### src/rtl/edge_event_arb.sv
// edge_event_arb: N-line rising-edge detector feeding a round-robin event queue.
// Each detected edge sets a pending bit, and one event at a time is handed to a
// single consumer over a valid/ready handshake. A second edge on a line whose
// event is still pending is merged and raises that line's sticky overflow flag.
// Optional macro EDGE_ARB_SYNC_EN puts a 2-flop synchronizer on every input line.
//
// state | meaning
// IDLE  | nothing offered, o_vld=0; waits for any pending line
// OFFER | o_vld=1, o_id held until the consumer raises o_rdy
module edge_event_arb #(
   parameter int N   = 4,
   parameter int IDW = $clog2(N)
) (
   input  logic           c,
   input  logic           r_n,
   input  logic [N-1:0]   i,
   output logic           o_vld,
   input  logic           o_rdy,
   output logic [IDW-1:0] o_id,
   output logic [N-1:0]   o_ovf,
   input  logic           clr_ovf
);

   typedef enum logic {IDLE = 1'b0, OFFER = 1'b1} state_t;

   state_t         state_q, state_d;
   logic [N-1:0]   in_w, i_t_q, edge_w;
   logic [N-1:0]   pending_q, pending_d, take_w;
   logic [N-1:0]   ovf_q, ovf_d;
   logic [IDW-1:0] ptr_q, ptr_d, id_q, id_d;
   logic [IDW-1:0] ptr_next, scan_base, sel_off, sel_idx;
   logic [IDW:0]   sel_sum;
   logic [2*N-1:0] dbl_w;
   logic [N-1:0]   rot_w;
   logic           sel_found, take, armed_q;

`ifdef EDGE_ARB_SYNC_EN
   logic [N-1:0] sync1_q, sync2_q;

   // two-flop synchronizer on every raw line
   always_ff @(posedge c or negedge r_n) begin
      if (!r_n) begin
         sync1_q <= '0;
         sync2_q <= '0;
      end else begin
         sync1_q <= i;
         sync2_q <= sync1_q;
      end
   end
   assign in_w = sync2_q;
`else
   assign in_w = i;
`endif

   // previous-level register; the first clock after reset only samples levels,
   // so a line that is already high when reset releases never makes an event
   always_ff @(posedge c or negedge r_n) begin
      if (!r_n) begin
         i_t_q   <= '0;
         armed_q <= 1'b0;
      end else begin
         i_t_q   <= in_w;
         armed_q <= 1'b1;
      end
   end

   assign edge_w = in_w & ~i_t_q & {N{armed_q}};

   // pointer after a transfer wraps explicitly so non-power-of-2 N stays < N
   assign ptr_next  = (id_q == IDW'(N-1)) ? '0 : id_q + IDW'(1);
   assign scan_base = (state_q == OFFER) ? ptr_next : ptr_q;

   // round-robin pick: rotate pending so scan_base lands on bit 0, take lowest set bit
   always_comb begin
      dbl_w     = {pending_q, pending_q} >> scan_base;
      rot_w     = dbl_w[N-1:0];
      sel_found = 1'b0;
      sel_off   = '0;
      for (int k = N-1; k >= 0; k--) begin
         if (rot_w[k]) begin
            sel_found = 1'b1;
            sel_off   = IDW'(k);
         end
      end
      sel_sum = {1'b0, scan_base} + {1'b0, sel_off};
      if (sel_sum >= (IDW+1)'(N)) sel_sum = sel_sum - (IDW+1)'(N);
      sel_idx = sel_sum[IDW-1:0];
   end

   // handshake FSM: load a new event from IDLE or straight after a transfer
   always_comb begin
      state_d = state_q;
      id_d    = id_q;
      ptr_d   = ptr_q;
      take    = 1'b0;
      case (state_q)
         IDLE: begin
            if (sel_found) begin
               take    = 1'b1;
               id_d    = sel_idx;
               state_d = OFFER;
            end
         end
         OFFER: begin
            if (o_rdy) begin
               ptr_d = ptr_next;
               if (sel_found) begin
                  take = 1'b1;
                  id_d = sel_idx;
               end else begin
                  state_d = IDLE;
               end
            end
         end
         default: state_d = IDLE;
      endcase
   end

   // pending and overflow next-state; an edge on the taken line re-arms it
   always_comb begin
      for (int k = 0; k < N; k++) begin
         take_w[k] = take && (sel_idx == IDW'(k));
      end
      pending_d = edge_w | (pending_q & ~take_w);
      ovf_d     = (ovf_q & ~{N{clr_ovf}}) | (edge_w & pending_q & ~take_w);
   end

   // state registers
   always_ff @(posedge c or negedge r_n) begin
      if (!r_n) begin
         state_q   <= IDLE;
         ptr_q     <= '0;
         id_q      <= '0;
         pending_q <= '0;
         ovf_q     <= '0;
      end else begin
         state_q   <= state_d;
         ptr_q     <= ptr_d;
         id_q      <= id_d;
         pending_q <= pending_d;
         ovf_q     <= ovf_d;
      end
   end

   assign o_vld = (state_q == OFFER);
   assign o_id  = id_q;
   assign o_ovf = ovf_q;

endmodule

### config.mk
export PLATFORM = sky130hd
export DESIGN_NAME = edge_event_arb
export DESIGN_NICKNAME = d
export VERILOG_FILES = /design/src/rtl/edge_event_arb.sv
export SDC_FILE = /design/constraint.sdc
export NUM_CORES = 1
export LEC_CHECK = 0
export ABC_AREA = 1
export ABC_CLOCK_PERIOD_IN_PS = 2800
export CAP_MARGIN = 40
export CORE_MARGIN = 1
export CORE_UTILIZATION = 52
export CTS_CLUSTER_DIAMETER = 50
export DETAILED_ROUTE_END_ITERATION = 8
export PLACE_DENSITY = 0.84
export SYNTH_ARGS = -nofsm -noshare
export SYNTH_HDL_FRONTEND = slang
export SYNTH_SLANG_ARGS = --single-unit
### constraint.sdc
create_clock -name c -period 2.8 [get_ports c]
set_input_delay 0.84 -clock c [delete_from_list [all_inputs] [get_ports c]]
set_output_delay 0.84 -clock c [all_outputs]
set_load 0.01 [all_outputs]
# == Word-level counts from Yosys, hierarchy flattened ==
# Cells that the tools add are included.
# op_classes
add_sub_neg,3
magnitude_cmp,1
eq_ne,5
n_shift,1
n_mux,19
n_bitwise,12
reduce_logical,6
# op_table
cell,count
$and 4x4->4,6
$mux 2,9
$not 4->4,3
$or 4x4->4,2
$shr 8x2->4,1
$mux 1,7
$eq 2x2->1 const B,3
$logic_and 1x1->1,4
$pmux 1 s2,2
$pmux 2 s2,1
$add 2x2->3,1
$ge 3x3->1 const B,1
$add 2x1->2 const B,1
$eq 2x1->1 const B,1
$logic_not 2->1,1
$ne 2x2->1 const B,1
$reduce_and 2->1,1
$sub 2x1->2 const B,1
$not 1->1,1
# totals
regBits,18
input_bits,8
output_inout_bits,7
word_cells,54

# == Longest topological paths before layout ==
# Gate-level depths: netlist of run 1.
# depth
depth_word,16
depth_mapped,18
depth_no_buf,18

# == Worst setup path before layout of run 1 ==
# Ideal clock, no wire load.
# synth_path
path_type,register to register
start,register id_q[0] (netlist: o_id[0])
end,register pending_q[1]
arrival_time_ps,2199
slack_ps,483
stages_incl_launch_ff,17
path_buffers,0
synth_period_minus_slack_ps,2317
path_cell_list,dfrtp_1 -> ha_1 -> inv_1 -> nand2_1 -> o21ai_1 -> nand3_1 -> nand2_2 -> a21oi_1 -> nor2_1 -> ha_1 -> inv_1 -> xor2_1 -> nand3_1 -> nand2_4 -> nand2_2 -> nand2_1 -> nand2_1
# synth_via
elab_chain_cells,16
# synth_lines
item,line_no,source
"start, declared",30,"logic [IDW-1:0] ptr_q, ptr_d, id_q, id_d;"
"start signal, assigned",139,id_q <= id_d;
$add 2x1->2 / $eq 2x2->1 (equally long branches),70,assign ptr_next = (id_q == IDW'(N-1)) ? '0 : id_q + IDW'(1);
$mux 2 (*),70,
via ptr_next[1],31,"logic [IDW-1:0] ptr_next, scan_base, sel_off, sel_idx;"
$mux 2 (*),71,assign scan_base = (state_q == OFFER) ? ptr_next : ptr_q;
$shr 8x2->4,75,"dbl_w = {pending_q, pending_q} >> scan_base;"
$mux 2 (4 in series),80,if (rot_w[k]) begin
$add 2x2->3,85,"sel_sum = {1'b0, scan_base} + {1'b0, sel_off};"
$ge 3x3->1 / $sub 2x1->2 (equally long branches),86,if (sel_sum >= (IDW+1)'(N)) sel_sum = sel_sum - (IDW+1)'(N);
$mux 2,86,
$eq 2x1->1,122,take_w[k] = take && (sel_idx == IDW'(k));
$logic_and 1x1->1 (*),122,
$not 4->4 (*),124,pending_d = edge_w | (pending_q & ~take_w);
$and 4x4->4 (*),124,
$or 4x4->4 (*),124,
via pending_d[1],28,"logic [N-1:0] pending_q, pending_d, take_w;"
"end signal, assigned",140,pending_q <= pending_d;
"end, declared",28,
# The timed path passes the listed nets; every way through them passes the cells marked *.
# A chain may end at the register's enable or synchronous reset.

# == Worst setup path after layout of run 1 ==
# layout_path
start,register id_q[0] (netlist: o_id[0])
end,register ovf_q[0] (netlist: o_ovf[0])
# layout_via
elab_chain_cells,16
# layout_lines
item,line_no,source
$add 2x1->2 / $eq 2x2->1 (equally long branches),70,
$mux 2 (*),70,
via ptr_next[1],31,
$mux 2 (*),71,
$shr 8x2->4,75,
$mux 2 (4 in series),80,
$add 2x2->3,85,
$ge 3x3->1 / $sub 2x1->2 (equally long branches),86,
$mux 2,86,
$logic_not 2->1,122,
$logic_and 1x1->1 (*),122,
$not 4->4 (*),125,ovf_d = (ovf_q & ~{N{clr_ovf}}) | (edge_w & pending_q & ~take_w);
$and 4x4->4 (*),125,
$or 4x4->4 (*),125,
via ovf_d[0],29,"logic [N-1:0] ovf_q, ovf_d;"
"end signal, assigned",141,ovf_q <= ovf_d;
"end, declared",29,
# Marks and branches as above.

==> summary.md, run 1 <==
| Metric | Value |
|---|---|
| Run status | completed |
| Final-report hold violation count | 0 |
| Worst Reg-to-Reg Cells | 16 |
| Grt ovf | 0 |
| CP arrival | ~2.6 ns |
| DRC | 0 |
| Seq/Total Area, Yosys | 44.9% |
| Area of the multi-input gates | between 500 and 600 sq um |
| Initial antenna violation count | 0 |
| GP Congestion | approximately 0.93 |
| Synth unique cells | 20 |
| Number of global-route vias before repair | just under 900 |
| Total track usage | 24.6% |
| Core Area | ~1800 sq um |
| CTS root buffer | clkbuf_4 |
| Synthesized net count | 140 |
| Slew margin rel. | 46.7% |
| 1st-iter DRT viols | 23 |
| TritonRoute pass-1 iters | 4 |
| # diodes | 0 |
| Crit-path max FO | 7 |
| Port-buffer cells | 14 |
| Layout Nets | ~160 |
| Initial core utilization | 56.9% |
| Cells after Synth | 130 |
| Max_cap viols | 0 |
| Final worst path period share | 87.0% |
| Detail Route Antenna Nets | 0 |
| Area contributors post-synth | dfrtp_1 (45%), nand2_1 (16%), nand3_1 (8.0%) |
| CTS tree | yes |
| Hold Path Depth | 2 |
| Max-slew violations | 0 |
| Clk_lat worst skew | 0.29 ns |
| Clk slew on worst S/H paths | 0.10 ns |
| Clock Sinks | 18 |
| Number of synthesized register bits | 18 |
| Slew @ Worst Pin | 0.798 ns |
| Yosys top cell by area | dfrtp_1 |
| Most frequent cells in the layout | nand2_1 (44), dfrtp_1 (18), nand3_1 (16), clkdlybuf4s50_1 (14), inv_1 (13) |
| Die X | between 40 and 50 microns |
| Final Routed Wirelength | between 2000 and 2500 microns |
| Commonest non-fill, non-tap cell in the layout | nand2_1 |
| CTS H-tree lvls | 1 |
| Clock skew | 0.00178 ns |
| Setup TNS | 0 ns |
| Share of layout cells above drive strength 1 | 13.5% |
| First-pass GRT wire length | between 3000 and 4000 microns |
| Tmin final | 2.44 ns |
| DR vias | 894 |
| DR vias/cell | 5.17 |
| CP Data Required Time | 3.00 ns |
| Final HPWL DP | between 1500 and 2000 microns |
| RSZ-0062 raised after global routing | no |
| Cts repair resizes | 0 |
| Area Growth Syn to Fin | 21.1% |
| Register area | 450 sq um |
| Filler cells | 163 |
| Full die area | 2110 sq um |
| Hold WC Path Type | reg2reg |
| Row count | 15 |
| I/O pin count | 15 |
| Synth top area share | 44.9% |
| Clk buf depth | 2 |
| DR WL/cell | ~13 microns |
| Type of origin of the critical path | flip-flop |
| CTS buffer count | 3 |
| YS warnings | 0 |
| # setup viols final | 0 |
| Fmax | between 400 and 500 MHz |
| Setup crit end kind | flip-flop |
| Die Ht | between 40 and 50 microns |
| Post-Syn Area | between 1000 and 1500 sq um |
| Pin count of the biggest net entering global routing | 19 |
| Hold_buf cts | 0 |
| Mean post-synth cell area | between 7 and 8 sq um |
| Post CTS Setup Buffer Count | 0 |
| Crit Path Class | reg2reg |
## critical path, cell delays in order (launching register included)
cell and delay (ns):
dfrtp_1 0.45, ha_1 0.32, inv_1 0.10, nand2_1 0.08
o21ai_2 0.15, nand3_1 0.12, nand2_1 0.10, a21oi_1 0.07
nor2_1 0.09, ha_1 0.14, inv_1 0.04, xor2_1 0.21
nand3_1 0.15, nand2_4 0.14, nand2_2 0.06, nand2_1 0.06
nand2_1 0.05
## final cells by class
cell class / instances / area share [%]
Clock buffer: 4 / 2.99
Inverter: 14 / 4.33
Multi-Input combinational cell: 98 / 41.5
Sequential cell: 18 / 37.1
Tap cell: 25 / 2.57
Timing Repair Buffer: 14 / 11.5
## stage by stage
step	std cells	setup WS [ns]	cell area, sq um	util, %	hold WS [ns]
CTS	173	0.218	1210	68.7	0.486
finish	173	0.365	1210	68.9	0.485
global route	173	0.0801	1210	68.9	0.513
global placement	169	0.362	1170	66.6	0.455
detailed placement	169	0.267	1170	66.6	0.461
floorplan	130	0.483	1000	-	0.441
## kinds of logic after synthesis
family                     share of synthesized area, %
and+or+nand+nor                                    40.0
DFF                                                44.9
buffers and inverters                              5.24
AOI/OAI and AO/OA                                  6.11
adders and majority gates                          2.49
xor gates and xnor gates                          0.873
other                                             0.374
## synth_stat cells
cell type and instances:
a21oi_1 2, conb_1 1, dfrtp_1 18, ha_1 2
inv_1 13, inv_2 1, nand2_1 44, nand2_2 7
nand2_4 2, nand3_1 16, nand3_2 2, nand3b_1 4
nor2_1 6, nor2_4 1, o21ai_0 1, o21ai_1 6
o21ai_2 1, o31ai_1 1, or2_2 1, xor2_1 1
## sequential cells by signal, summed over array words and instances (netlist names)
signal,cells
armed_q,1
pending_q,4
i_t_q,4
o_ovf,4
ptr_q,2
o_vld,1
o_id,2
## path summary, 6_finish.rpt
path | startpoint | to | slack (ns)
min in group asynchronous | r_n | o_id[1] | 1.00
max | o_id[0] | o_ovf[0] | 0.36
min reg2reg | pending_q[0] | pending_q[0] | 0.48
max in group asynchronous | r_n | o_ovf[2] | 1.31
max reg2reg | o_id[0] | o_ovf[0] | 0.36
min | pending_q[0] | pending_q[0] | 0.48
## metal layers
| metal | vias to the layer above | global-route usage, % | share of wire, % |
|---|---|---|---|
| li1 | 453 | - | - |
| met1 | 423 | 29.5 | 45 |
| met2 | 13 | 42.5 | 51 |
| met3 | 5 | 3.97 | 2.2 |
| met4 | 0 | 11.2 | 1.6 |
| met5 | - | 0 | 0 |
Power of run 1 is not shown: default switching activity piles up to over one toggle a cycle in this logic, so the estimate is an artifact.
==> run 2: changes to the inputs <==
Settings changed: SLEW_MARGIN from default to 15.
==> results of run 2 <==
No change in the layout: final DEF, timing and power equal those of run 1.
Power of run 2 is left out for the same reason.
